==> config.mk <==
export PLATFORM = sky130hd
export DESIGN_NAME = riscv_mem_arb_flat
export DESIGN_NICKNAME = d
export VERILOG_FILES = /design/src/rtl/riscv_mem_arb_pkg.sv /design/src/rtl/riscv_mem_arb_if.sv /design/src/rtl/riscv_mem_arb_fifo.sv /design/src/rtl/riscv_mem_arb.sv /design/src/flat_wrapper.sv
export SDC_FILE = /design/constraint.sdc
export NUM_CORES = 1
export LEC_CHECK = 0
export ABC_AREA = 1
export CAP_MARGIN = 20
export CORE_AREA = 2 2 117 119
export CTS_CLUSTER_SIZE = 28
export DETAILED_ROUTE_END_ITERATION = 16
export DIE_AREA = 0 0 119 121
export HOLD_SLACK_MARGIN = 0.1
export PLACE_DENSITY = 0.8
export SLEW_MARGIN = 25
export SYNTH_ARGS = -nofsm -noshare
export SYNTH_HDL_FRONTEND = slang
export SYNTH_HIERARCHICAL = 1
export SYNTH_SLANG_ARGS = --single-unit
==> constraint.sdc <==
create_clock -name clk_i -period 2.7 [get_ports clk_i]
set_input_delay 0.27 -clock clk_i [delete_from_list [all_inputs] [get_ports clk_i]]
set_output_delay 0.27 -clock clk_i [all_outputs]
set_load 0.01 [all_outputs]
==> src/rtl/riscv_mem_arb_pkg.sv <==
// Shared definitions for the fetch/LSU memory arbiter: source encodings,
// arbitration FSM state encodings and the round-robin pick helper.
package riscv_mem_arb_pkg;

    // Request/response source carried in each outstanding FIFO entry
    localparam logic SRC_I = 1'b0;
    localparam logic SRC_D = 1'b1;

    // Arbitration FSM states
    localparam logic [1:0] ST_IDLE  = 2'd0;
    localparam logic [1:0] ST_HOLD  = 2'd1;
    localparam logic [1:0] ST_FLUSH = 2'd2;

    // Pick the side to grant: a lone requester always wins, a contested
    // cycle goes to whichever side the round-robin pointer currently favours.
    function automatic logic rr_pick(input logic i_req, input logic d_req, input logic rr_ptr);
        logic src;
        if (i_req && d_req) begin
            src = rr_ptr;
        end else if (d_req) begin
            src = SRC_D;
        end else begin
            src = SRC_I;
        end
        return src;
    endfunction

endpackage

==> src/rtl/riscv_mem_arb_if.sv <==
// Bus bundle between the core's fetch/LSU ports, the arbiter and the
// downstream memory bridge. The slave modport is the arbiter's view; the
// master modport is the view of whatever surrounds it (core + memory).
interface riscv_mem_arb_if #(
    parameter int TAG_W = 11
);
    // Instruction-fetch port
    logic              i_rd_i;
    logic [31:0]       i_pc_i;
    logic              i_accept_o;
    logic              i_valid_o;
    logic              i_error_o;
    logic [31:0]       i_inst_o;

    // LSU data port
    logic [31:0]       d_addr_i;
    logic [31:0]       d_data_wr_i;
    logic              d_rd_i;
    logic [3:0]        d_wr_i;
    logic [TAG_W-1:0]  d_req_tag_i;
    logic              d_flush_i;
    logic              d_accept_o;
    logic              d_ack_o;
    logic              d_error_o;
    logic [31:0]       d_data_rd_o;
    logic [TAG_W-1:0]  d_resp_tag_o;

    // Downstream memory port
    logic [31:0]       mem_addr_o;
    logic [31:0]       mem_data_wr_o;
    logic              mem_rd_o;
    logic [3:0]        mem_wr_o;
    logic              mem_accept_i;
    logic              mem_ack_i;
    logic              mem_error_i;
    logic [31:0]       mem_data_rd_i;

    modport slave (
        input  i_rd_i, i_pc_i,
        output i_accept_o, i_valid_o, i_error_o, i_inst_o,
        input  d_addr_i, d_data_wr_i, d_rd_i, d_wr_i, d_req_tag_i, d_flush_i,
        output d_accept_o, d_ack_o, d_error_o, d_data_rd_o, d_resp_tag_o,
        output mem_addr_o, mem_data_wr_o, mem_rd_o, mem_wr_o,
        input  mem_accept_i, mem_ack_i, mem_error_i, mem_data_rd_i
    );

    modport master (
        output i_rd_i, i_pc_i,
        input  i_accept_o, i_valid_o, i_error_o, i_inst_o,
        output d_addr_i, d_data_wr_i, d_rd_i, d_wr_i, d_req_tag_i, d_flush_i,
        input  d_accept_o, d_ack_o, d_error_o, d_data_rd_o, d_resp_tag_o,
        input  mem_addr_o, mem_data_wr_o, mem_rd_o, mem_wr_o,
        output mem_accept_i, mem_ack_i, mem_error_i, mem_data_rd_i
    );

endinterface

==> src/rtl/riscv_mem_arb_fifo.sv <==
// Synchronous FIFO holding {src, tag} for every request the downstream port
// has accepted but not yet acknowledged. Head entry is read combinationally.
module riscv_mem_arb_fifo #(
    parameter int WIDTH = 12,
    parameter int DEPTH = 2
) (
    input  logic             clk_i,
    input  logic             rst_i,
    input  logic             push,
    input  logic [WIDTH-1:0] wdata,
    input  logic             pop,
    output logic [WIDTH-1:0] rdata,
    output logic             full,
    output logic             empty
);

    localparam int PTR_W = (DEPTH > 1) ? $clog2(DEPTH) : 1;
    localparam int CNT_W = $clog2(DEPTH) + 1;

    logic [WIDTH-1:0] store [DEPTH];
    logic [PTR_W-1:0] wr_ptr;
    logic [PTR_W-1:0] rd_ptr;
    logic [CNT_W-1:0] count;
    logic             do_push;
    logic             do_pop;

    // Pointer advance; for power-of-two depths this is the natural wrap.
    function automatic logic [PTR_W-1:0] next_ptr(input logic [PTR_W-1:0] p);
        return (p == PTR_W'(DEPTH - 1)) ? '0 : p + 1'b1;
    endfunction

    assign full    = (count == CNT_W'(DEPTH));
    assign empty   = (count == '0);
    assign do_push = push && !full;
    assign do_pop  = pop && !empty;
    assign rdata   = store[rd_ptr];

    // Pointer and occupancy bookkeeping; push+pop together leaves count unchanged
    always_ff @(posedge clk_i) begin
        if (rst_i) begin
            wr_ptr <= '0;
            rd_ptr <= '0;
            count  <= '0;
        end else begin
            if (do_push) begin
                wr_ptr <= next_ptr(wr_ptr);
            end
            if (do_pop) begin
                rd_ptr <= next_ptr(rd_ptr);
            end
            case ({do_push, do_pop})
                2'b10:   count <= count + 1'b1;
                2'b01:   count <= count - 1'b1;
                default: count <= count;
            endcase
        end
    end

    // Entry storage; contents are meaningless while not counted, so no reset
    always_ff @(posedge clk_i) begin
        if (do_push) begin
            store[wr_ptr] <= wdata;
        end
    end

endmodule

==> src/rtl/riscv_mem_arb.sv <==
// Shares one downstream memory port between instruction fetch and the LSU.
// Round-robin arbitration with the grant locked until the downstream accepts,
// in-order response routing through an outstanding FIFO, and local completion
// of LSU flush requests without any downstream traffic.
module riscv_mem_arb
    import riscv_mem_arb_pkg::*;
#(
    parameter int OUTSTANDING = 2,
    parameter int TAG_W       = 11
) (
    input  logic            clk_i,
    input  logic            rst_i,
    riscv_mem_arb_if.slave  bus
);

    logic             i_req;
    logic             d_req;
    logic             both_req;

    logic [1:0]       state_q;
    logic             grant_src_q;
    logic             rr_q;

    logic             sel_src;
    logic             issue;
    logic             flush_take;
    logic             mem_accepted;

    logic             fifo_full;
    logic             fifo_empty;
    logic             pop;
    logic [TAG_W:0]   push_entry;
    logic [TAG_W:0]   head_entry;
    logic             head_src;
    logic [TAG_W-1:0] head_tag;

    logic [31:0]      mem_addr;
    logic [31:0]      mem_data_wr;
    logic             mem_rd;
    logic [3:0]       mem_wr;

    logic             i_valid_q;
    logic             i_error_q;
    logic [31:0]      i_inst_q;
    logic             d_ack_q;
    logic             d_error_q;
    logic [31:0]      d_data_rd_q;
    logic [TAG_W-1:0] d_resp_tag_q;

    assign i_req    = bus.i_rd_i;
    assign d_req    = bus.d_rd_i || (bus.d_wr_i != 4'b0000);
    assign both_req = i_req && d_req;

    // Decide who owns the downstream port this cycle. In HOLD the earlier grant
    // is kept regardless of the other side. A flush wins over a fetch in the
    // same cycle so that FLUSH never has to coexist with a pending grant.
    always_comb begin
        sel_src    = SRC_I;
        issue      = 1'b0;
        flush_take = 1'b0;
        case (state_q)
            ST_HOLD: begin
                sel_src = grant_src_q;
                issue   = 1'b1;
            end
            ST_IDLE: begin
                flush_take = bus.d_flush_i && fifo_empty && !d_req;
                sel_src    = rr_pick(i_req, d_req, rr_q);
                issue      = (i_req || d_req) && !fifo_full && !flush_take;
            end
            default: begin
                sel_src = SRC_I;
            end
        endcase
    end

    // Route the granted side onto the downstream port; idle port is all zero
    always_comb begin
        mem_addr    = 32'h0;
        mem_data_wr = 32'h0;
        mem_rd      = 1'b0;
        mem_wr      = 4'b0000;
        if (issue) begin
            if (sel_src == SRC_D) begin
                mem_addr    = bus.d_addr_i;
                mem_data_wr = bus.d_data_wr_i;
                mem_rd      = bus.d_rd_i;
                mem_wr      = bus.d_wr_i;
            end else begin
                mem_addr = bus.i_pc_i;
                mem_rd   = 1'b1;
            end
        end
    end

    assign mem_accepted      = issue && bus.mem_accept_i;
    assign bus.mem_addr_o    = mem_addr;
    assign bus.mem_data_wr_o = mem_data_wr;
    assign bus.mem_rd_o      = mem_rd;
    assign bus.mem_wr_o      = mem_wr;
    assign bus.i_accept_o    = mem_accepted && (sel_src == SRC_I);
    assign bus.d_accept_o    = (mem_accepted && (sel_src == SRC_D)) || flush_take;

    // Fetch entries carry a zero tag; writes are tracked just like reads
    assign push_entry = {sel_src, (sel_src == SRC_D) ? bus.d_req_tag_i : {TAG_W{1'b0}}};
    assign pop        = bus.mem_ack_i && !fifo_empty;
    assign head_src   = head_entry[TAG_W];
    assign head_tag   = head_entry[TAG_W-1:0];

    riscv_mem_arb_fifo #(
        .WIDTH (TAG_W + 1),
        .DEPTH (OUTSTANDING)
    ) u_fifo (
        .clk_i (clk_i),
        .rst_i (rst_i),
        .push  (mem_accepted),
        .wdata (push_entry),
        .pop   (pop),
        .rdata (head_entry),
        .full  (fifo_full),
        .empty (fifo_empty)
    );

    // Arbitration FSM, locked grant and round-robin pointer
    always_ff @(posedge clk_i) begin
        if (rst_i) begin
            state_q     <= ST_IDLE;
            grant_src_q <= SRC_I;
            rr_q        <= SRC_D;
        end else begin
            case (state_q)
                ST_IDLE: begin
                    if (flush_take) begin
                        state_q <= ST_FLUSH;
                    end else if (issue && !bus.mem_accept_i) begin
                        state_q     <= ST_HOLD;
                        grant_src_q <= sel_src;
                    end
                end
                ST_HOLD: begin
                    if (bus.mem_accept_i) begin
                        state_q <= ST_IDLE;
                    end
                end
                default: state_q <= ST_IDLE;
            endcase
            if (mem_accepted && both_req) begin
                rr_q <= ~sel_src;
            end
        end
    end

    // Registered response routing: FIFO head picks the destination of each ack;
    // an accepted flush completes locally one cycle later with its own tag
    always_ff @(posedge clk_i) begin
        if (rst_i) begin
            i_valid_q    <= 1'b0;
            i_error_q    <= 1'b0;
            i_inst_q     <= 32'h0;
            d_ack_q      <= 1'b0;
            d_error_q    <= 1'b0;
            d_data_rd_q  <= 32'h0;
            d_resp_tag_q <= '0;
        end else begin
            i_valid_q    <= pop && (head_src == SRC_I);
            i_error_q    <= (pop && (head_src == SRC_I)) ? bus.mem_error_i : 1'b0;
            i_inst_q     <= (pop && (head_src == SRC_I)) ? bus.mem_data_rd_i : 32'h0;
            d_ack_q      <= (pop && (head_src == SRC_D)) || flush_take;
            d_error_q    <= (pop && (head_src == SRC_D)) ? bus.mem_error_i : 1'b0;
            d_data_rd_q  <= (pop && (head_src == SRC_D)) ? bus.mem_data_rd_i : 32'h0;
            if (flush_take) begin
                d_resp_tag_q <= bus.d_req_tag_i;
            end else if (pop && (head_src == SRC_D)) begin
                d_resp_tag_q <= head_tag;
            end else begin
                d_resp_tag_q <= '0;
            end
        end
    end

    assign bus.i_valid_o    = i_valid_q;
    assign bus.i_error_o    = i_error_q;
    assign bus.i_inst_o     = i_inst_q;
    assign bus.d_ack_o      = d_ack_q;
    assign bus.d_error_o    = d_error_q;
    assign bus.d_data_rd_o  = d_data_rd_q;
    assign bus.d_resp_tag_o = d_resp_tag_q;

endmodule
==> src/flat_wrapper.sv <==
// flat-port wrapper written by rule: the top's interface ports become plain ports
module riscv_mem_arb_flat import riscv_mem_arb_pkg::*;
#(
    parameter int OUTSTANDING = 2,
    parameter int TAG_W       = 11
)
  (clk_i, rst_i, bus_i_rd_i, bus_i_pc_i, bus_i_accept_o, bus_i_valid_o, bus_i_error_o, bus_i_inst_o, bus_d_addr_i, bus_d_data_wr_i, bus_d_rd_i, bus_d_wr_i, bus_d_req_tag_i, bus_d_flush_i, bus_d_accept_o, bus_d_ack_o, bus_d_error_o, bus_d_data_rd_o, bus_d_resp_tag_o, bus_mem_addr_o, bus_mem_data_wr_o, bus_mem_rd_o, bus_mem_wr_o, bus_mem_accept_i, bus_mem_ack_i, bus_mem_error_i, bus_mem_data_rd_i);
  riscv_mem_arb_if #(.TAG_W(TAG_W)) bus_i ();
  input  logic clk_i;
  input  logic rst_i;
  input wire logic [$bits(bus_i.i_rd_i)-1:0] bus_i_rd_i;
  input wire logic [$bits(bus_i.i_pc_i)-1:0] bus_i_pc_i;
  output wire logic [$bits(bus_i.i_accept_o)-1:0] bus_i_accept_o;
  output wire logic [$bits(bus_i.i_valid_o)-1:0] bus_i_valid_o;
  output wire logic [$bits(bus_i.i_error_o)-1:0] bus_i_error_o;
  output wire logic [$bits(bus_i.i_inst_o)-1:0] bus_i_inst_o;
  input wire logic [$bits(bus_i.d_addr_i)-1:0] bus_d_addr_i;
  input wire logic [$bits(bus_i.d_data_wr_i)-1:0] bus_d_data_wr_i;
  input wire logic [$bits(bus_i.d_rd_i)-1:0] bus_d_rd_i;
  input wire logic [$bits(bus_i.d_wr_i)-1:0] bus_d_wr_i;
  input wire logic [$bits(bus_i.d_req_tag_i)-1:0] bus_d_req_tag_i;
  input wire logic [$bits(bus_i.d_flush_i)-1:0] bus_d_flush_i;
  output wire logic [$bits(bus_i.d_accept_o)-1:0] bus_d_accept_o;
  output wire logic [$bits(bus_i.d_ack_o)-1:0] bus_d_ack_o;
  output wire logic [$bits(bus_i.d_error_o)-1:0] bus_d_error_o;
  output wire logic [$bits(bus_i.d_data_rd_o)-1:0] bus_d_data_rd_o;
  output wire logic [$bits(bus_i.d_resp_tag_o)-1:0] bus_d_resp_tag_o;
  output wire logic [$bits(bus_i.mem_addr_o)-1:0] bus_mem_addr_o;
  output wire logic [$bits(bus_i.mem_data_wr_o)-1:0] bus_mem_data_wr_o;
  output wire logic [$bits(bus_i.mem_rd_o)-1:0] bus_mem_rd_o;
  output wire logic [$bits(bus_i.mem_wr_o)-1:0] bus_mem_wr_o;
  input wire logic [$bits(bus_i.mem_accept_i)-1:0] bus_mem_accept_i;
  input wire logic [$bits(bus_i.mem_ack_i)-1:0] bus_mem_ack_i;
  input wire logic [$bits(bus_i.mem_error_i)-1:0] bus_mem_error_i;
  input wire logic [$bits(bus_i.mem_data_rd_i)-1:0] bus_mem_data_rd_i;
  assign bus_i.i_rd_i = bus_i_rd_i;
  assign bus_i.i_pc_i = bus_i_pc_i;
  assign bus_i_accept_o = bus_i.i_accept_o;
  assign bus_i_valid_o = bus_i.i_valid_o;
  assign bus_i_error_o = bus_i.i_error_o;
  assign bus_i_inst_o = bus_i.i_inst_o;
  assign bus_i.d_addr_i = bus_d_addr_i;
  assign bus_i.d_data_wr_i = bus_d_data_wr_i;
  assign bus_i.d_rd_i = bus_d_rd_i;
  assign bus_i.d_wr_i = bus_d_wr_i;
  assign bus_i.d_req_tag_i = bus_d_req_tag_i;
  assign bus_i.d_flush_i = bus_d_flush_i;
  assign bus_d_accept_o = bus_i.d_accept_o;
  assign bus_d_ack_o = bus_i.d_ack_o;
  assign bus_d_error_o = bus_i.d_error_o;
  assign bus_d_data_rd_o = bus_i.d_data_rd_o;
  assign bus_d_resp_tag_o = bus_i.d_resp_tag_o;
  assign bus_mem_addr_o = bus_i.mem_addr_o;
  assign bus_mem_data_wr_o = bus_i.mem_data_wr_o;
  assign bus_mem_rd_o = bus_i.mem_rd_o;
  assign bus_mem_wr_o = bus_i.mem_wr_o;
  assign bus_i.mem_accept_i = bus_mem_accept_i;
  assign bus_i.mem_ack_i = bus_mem_ack_i;
  assign bus_i.mem_error_i = bus_mem_error_i;
  assign bus_i.mem_data_rd_i = bus_mem_data_rd_i;
  riscv_mem_arb #(.OUTSTANDING(OUTSTANDING), .TAG_W(TAG_W)) u_core (.clk_i(clk_i), .rst_i(rst_i), .bus(bus_i));
endmodule
**Word-level counts from Yosys, hierarchy flattened**

Memories as Yosys holds them, arrays and structs flattened. A register that Yosys moved wholly into a read port is not among the register bits.
Cells that the tools add are included.

- Register bits after elaboration: 87
- Bits in writable memories: 24
- Bits of input ports: 151
- Output and inout bits: 150
- Word-level logic and storage cells: 88
- Memories kept: 1

- Add/subtract/negate cells: 4
- Equal/unequal tests: 6
- Mux-type cells: 27
- Bitwise logic cells: 5
- Reductions and logical operators: 32

Memories:

| name | depth | width | rd ports | clocked after Yosys merged registers in | wr ports | RTL line | source |
|---|---|---|---|---|---|---|---|
| u_core.u_fifo.store | 2 | 12 | 1 | 1 | 1 | riscv_mem_arb_fifo.sv:20 | `logic [WIDTH-1:0] store [DEPTH];` |

Operators by type and width:

| operator | number |
|---|---|
| 32-bit 2-to-1 mux | 4 |
| 11-bit 2-to-1 mux | 3 |
| 1-bit logical AND | 15 |
| 1-bit 2-to-1 mux | 11 |
| 4-bit 2-to-1 mux | 2 |
| 2-bit case mux with 2 select lines | 2 |
| 2-bit 2-to-1 mux | 3 |
| 1-bit zero test | 5 |
| 1-bit inverter | 5 |
| 2-bit by 1-bit equality test with 1-bit output, second input constant | 2 |
| 2-bit equality test, second input constant | 2 |
| 2-bit zero test | 2 |
| 1-bit logical OR | 4 |
| 1-bit case mux with 2 select lines | 2 |
| 4-bit nonzero test | 1 |
| 2-bit OR reduction | 2 |
| 3-bit by 1-bit != test with 1-bit output, second input constant | 1 |
| 3-bit AND reduction | 1 |
| 1-bit adder, second input constant | 2 |
| 2-bit by 1-bit adder with 2-bit output, second input constant | 1 |
| 2-bit != test, second input constant | 1 |
| 2-bit AND reduction | 1 |
| 2-bit nonzero test | 1 |
| 2-bit by 1-bit subtractor with 2-bit output, second input constant | 1 |

**Longest topological paths before layout**

- Depth in word-level cells: 11
- Gate-level depth with buffers: 17
- Gate-level depth less buffers: 17

**Cells and area by module**

Netlist, hierarchy kept.

Modules (own cells, without submodules):

| module | instances | cells an instance | area an instance (µm²) | sequential area each (µm²) |
|---|---|---|---|---|
| riscv_mem_arb | 1 | 503 | 3611.0 | 1661.6 |
| riscv_mem_arb_fifo | 1 | 77 | 1139.8 | 820.8 |

**Worst setup path after synthesis**

Ideal clock, no wire load.

- Kind: reg2reg
- Start: register u_core.u_fifo.count[0]
- End: memory u_core.u_fifo.store[0][0] (enable)
- Library setup time: 0.380 ns
- Arrival time: 1.751 ns
- Required time: 2.320 ns
- Setup slack: 0.569 ns
- Stages on the path, launching flop included: 13
- Path buffers: 0
- Clock period less this slack: 2.131 ns
- Path through: dfxtp_1 nor2_2 nand2_1 inv_1 nand4_2 nand3_2 nand2_4 nand2_1 inv_1 inv_1 nor2_4 inv_2 nor2_1

- Longest elaborated chain between the ends: 10
- Elaborated cells between the ends (all ways): 13
- Those cells by class: eq/ne (1); mux (3); reduce/logical (9)

Ends and longest elaborated chain:

| element | RTL line | source |
|---|---|---|
| start, declared | riscv_mem_arb_fifo.sv:23 | `logic [CNT_W-1:0] count;` |
| start signal, assigned | riscv_mem_arb_fifo.sv:52 | `2'b10: count <= count + 1'b1;` |
| start signal, assigned | riscv_mem_arb_fifo.sv:53 | `2'b01: count <= count - 1'b1;` |
| start signal, assigned | riscv_mem_arb_fifo.sv:54 | `default: count <= count;` |
| 2-bit zero test | riscv_mem_arb_fifo.sv:33 | `assign empty = (count == '0);` |
| net u_core.fifo_empty | riscv_mem_arb.sv:30 | `logic fifo_empty;` |
| 1-bit logical AND (2 in series) | riscv_mem_arb.sv:67 | `flush_take = bus.d_flush_i && fifo_empty && !d_req;` |
| 1-bit zero test | riscv_mem_arb.sv:69 | `issue = (i_req \|\| d_req) && !fifo_full && !flush_take;` |
| 1-bit logical AND | riscv_mem_arb.sv:69 |  |
| 1-bit case mux with 2 select lines | riscv_mem_arb.sv:61 | `case (state_q)` |
| 1-bit logical AND | riscv_mem_arb.sv:96 | `assign mem_accepted = issue && bus.mem_accept_i;` |
| net u_core.mem_accepted | riscv_mem_arb.sv:27 | `logic mem_accepted;` |
| 1-bit logical AND | riscv_mem_arb_fifo.sv:34 | `assign do_push = push && !full;` |
| 1-bit 2-to-1 mux | riscv_mem_arb_fifo.sv:61 | `if (do_push) begin` |
| 1-bit 2-to-1 mux (implied by the code) | riscv_mem_arb_fifo.sv:62 | `store[wr_ptr] <= wdata;` |
| end, declared | riscv_mem_arb_fifo.sv:20 |  |

The timed path passes the listed nets, and every way through them passes these cells.

**Final worst setup path**

- Start: register u_core.u_fifo.count[1]
- End: output port bus_mem_addr_o[3]

- Longest elaborated chain between the ends: 7
- Elaborated cells between the ends (all ways): 10
- Those cells by class: eq/ne (1); mux (2); reduce/logical (7)

Ends and longest elaborated chain:

| element | RTL line | source |
|---|---|---|
| 2-bit zero test | riscv_mem_arb_fifo.sv:33 |  |
| net u_core.fifo_empty | riscv_mem_arb.sv:30 |  |
| 1-bit logical AND (2 in series) | riscv_mem_arb.sv:67 |  |
| 1-bit zero test | riscv_mem_arb.sv:69 |  |
| 1-bit logical AND | riscv_mem_arb.sv:69 |  |
| 1-bit case mux with 2 select lines | riscv_mem_arb.sv:61 |  |
| 32-bit 2-to-1 mux | riscv_mem_arb.sv:83 | `if (issue) begin` |
| end, declared | flat_wrapper.sv:28 | `output wire logic [$bits(bus_i.mem_addr_o)-1:0] bus_mem_addr_o;` |

The timed path passes the listed nets, and every way through them passes these cells.

==> results.yml <==
detailed_routing:
  viasPerCell: 4.26
  m1WireLength_um: 5440
  dr_wl_met3_um: 981
  dr.pass1.iters: 4
  wl_um: 14300
  vias: 4504
  drtIter0Drc: 162
  ant_nets: 0
  routedWlPerCell_um: 13.6
  top_layer: "met4"
  drc_errors: 0
  wl_met2_um: 7470
cts:
  cts_buffers: 9
  clock-sinks: 112
  cts_root_buffer: "clkbuf_16"
  cts_tree: "built"
  hold_buffers: 0
  clock_path_buffers: 2
  clk_pin_slew_ps: 80
  clk_latency_ps: 340
  htree_levels: 3
cells_and_area:
  final_common_cell: "clkdlybuf4s50_1"
  fillers: 1091
  nets: 1029
  syn_to_final_growth_pct: 73.0
  finalNonFillerCells: 1058
  regArea_mm2: 0.00248
  multi_input_area_mm2: 0.00166
  diodes: 0
  drive_gt1_share_pct: 10.8
  final_cell_mix: "clkdlybuf4s50_1 (300), nor2_1 (162), inv_1 (93)"
timing:
  slew_viol_final: 0
  hold_viol: 0
  rsz0062_at_grt: "false"
  fin_skew_ps: 8.78
  finalSetupViolCount: 0
  fin_crit_ps: 2540
  setup_tns_ps: 0
  finalCritPeriodShare_pct: 94.2
  whs_ps: 467
  clock.fmax_mhz: 393
  maxSlewHeadroom_pct: 65.3
  tightest_slew_ps: 519
critical_path:
  ff2ff_path_depth: 17
  endpoint_kind: "output pin"
  worst_setup_path_start_kind: "flop"
  cp_slowest_cell: "clkdlybuf4s50_1"
  arrival_ps: 2270
  critPathBufInv: 5
  timing.rr.start: "u_core/u_fifo/count[1]"
  crit_top_cell: "inv_1"
  crit_path_max_incr_delay_ps: 530
  rrSetupSlack_ps: 600
  crit_family: "buffers and inverters"
  worstPathMaxFanout: 19
  timing.rr.end: "u_core/u_fifo/count[1]"
  path_cells: "nor2_4 -> nand2_1 -> inv_1 -> nand4_2 -> nand3_2 -> nand2_4 -> inv_8 -> buf_12 -> nor2_1 -> o21ai_1 -> inv_1 -> clkdlybuf4s50_1"
  crit_type: "reg -> out"
  cp.required_ps: 2430
place:
  io_buffers: 300
  gp_congestion: 0.843
  place_inst: 1041
  hpwl_um: 11100
logic_synthesis:
  synth.top_cell.area_share_pct: 37.1
  synth.avg_cell_area_um2: 8.19
  synth-edff-count: 24
  ys_async_sr_fraction_pct: 0
  synth_seq_cells: 112
  synth_cell_type_count: 30
  ys_seq_area_share_pct: 52.3
  synth_area_leader_cell: "dfxtp_1"
  yosys_warnings: 6
  yosys-top-cells-area: "dfxtp_1 (37%), edfxtp_1 (15%), nor2_1 (13%)"
  yosys_most_used_dff: "dfxtp_1"
  syn_inst: 580
  synth_area_mm2: 0.00475
  syn-num-nets: 732
die:
  core_mm2: 0.0131
  die_area_mm2: 0.0144
  die-height_um: 121
  rows: 42
  io_pins: 301
  die_width_um: 119
  start_util_pct: 36.3
pwr:
  p_seq_share_pct: 38.9
  p_comb_share_pct: 32.7
  clkPwrFrac_pct: 28.3
  p_sw_share_pct: 29.5
  power_switching_mw: 1.42
  power_density_mw_per_mm2: 587
  p_int_mw: 3.40
  p_leak_nw: 3.54
  vdd_drop_max_v: 0.000317
  power_mw: 4.82
run:
  maxCapViolCount: 0
global_route:
  grt_start_max_net_pins: 37
  grt_pass1_vias: 4495
  grt_overflow: 0
  antenna_found_initial: 0
  gr-usage-all-layers_pct: 19.4
  grt_pass1_wl_um: 22200
worst_hold_path:
  min_from: "bus_mem_data_rd_i[5]"
  worstHoldPathType: "in -> reg"
  whs_path_depth: 3
  hold_path_end: "u_core/bus.i_inst_o[5]"
run_status:
  status: "finished, final reports clean"
-- how the worst max path moves through the flow --
stage | to | start | depth (start not counted) | slack [ps]
2_1_floorplan | u_core/u_fifo/store[0][0] | u_core/u_fifo/count[0] | 12 | 570
3_3_place_gp | bus_mem_addr_o[21] | bus_d_wr_i[3] | 11 | 130
3_5_place_dp | bus_mem_addr_o[21] | bus_d_wr_i[3] | 11 | 120
4_1_cts | bus_mem_addr_o[3] | u_core/u_fifo/count[0] | 12 | 40
5_1_grt | bus_mem_addr_o[18] | u_core/u_fifo/count[1] | 12 | 20
6_report | bus_mem_addr_o[3] | u_core/u_fifo/count[1] | 12 | 160
-- routing by layer --
metal,vias up,global-route usage [%]
met5,-,0
met4,0,8.18
met3,34,5.12
met2,181,35.8
met1,1943,21.0
li1,2346,-
-- per-stage QoR --
step	util [%]	cell area (µm²)	worst slack, ps
final	62.8	8220	157
after global routing	62.8	8220	20.5
after CTS	62.7	8210	40.0
after detailed placement	60.1	7870	120
after global placement	60.1	7870	134
after floorplan	-	4750	569
-- registers in the layout (all words and copies together) (netlist names), named ones only --
register / cells
u_core/grant_src_q: 1
u_core/rr_q: 1
u_core/bus.d_error_o: 1
u_core/bus.i_inst_o: 32
u_core/u_fifo/store: 24
u_core/bus.i_valid_o: 1
u_core/u_fifo/wr_ptr: 1
u_core/bus.d_resp_tag_o: 11
u_core/bus.i_error_o: 1
u_core/u_fifo/count: 2
u_core/bus.d_ack_o: 1
u_core/bus.d_data_rd_o: 32
u_core/state_q: 2
u_core/u_fifo/rd_ptr: 1
-- power by group through the flow --
| stage | Clock (mW) | Combinational (mW) | Sequential (mW) |
|---|---|---|---|
| 2_1_floorplan | 0 | 0.737 | 1.93 |
| 3_3_place_gp | 0 | 1.55 | 1.91 |
| 3_5_place_dp | 0 | 1.56 | 1.91 |
| 4_1_cts | 1.40 | 1.58 | 1.88 |
| 5_1_grt | 1.48 | 1.72 | 1.89 |
| 6_report | 1.36 | 1.58 | 1.88 |
-- cell usage after synthesis (5+ instances only) --
cell / instances
o21ai_1: 32
inv_1: 93
buf_6: 7
nor2_4: 5
mux2_2: 12
nor2_1: 162
buf_4: 6
nand2_1: 62
o22ai_1: 12
nor2_2: 33
edfxtp_1: 24
buf_2: 7
dfxtp_1: 88
-- timing repair --
item / 4_1_cts / 5_1_grt
buffers inserted: 1 / 0
pin swaps: 1 / 1
setup endpoints to repair: 41 / 29
gates cloned: 0 / 0
gates resized for setup: 1 / 4
-- worst register-to-register path, stage by stage (launching register included) --
cell and delay (ps):
dfxtp_1 430, nor2_4 50, nand2_1 60, inv_1 40, nand4_2 100, nand3_2 100
nand2_4 110, nand2_1 110, inv_1 80, inv_1 60, nor2_4 140, inv_2 50
ha_1 310, inv_1 90, nand2_1 70, nor2_1 90, nor2_1 40, nor2_1 100
-- layout make-up --
cell class / count / area share, %
multi-input cells: 342 / 20.2
inverters: 99 / 4.67
clock inverters: 6 / 0.944
flip-flops and latches: 112 / 30.2
clock buffers: 10 / 3.05
repair buffers: 313 / 38.2
well taps: 176 / 2.68
-- logic make-up after synthesis --
logic type	Yosys count	synth area share (%)
AO/OA/AOI/OAI	48	5.37
buffers and inverters	126	12.9
AND/OR/NAND/NOR	281	26.4
multiplexers	12	2.84
flip-flops	112	52.3
adder cells (fa/ha/maj)	1	0.263
(Power assumes the default switching activity.)
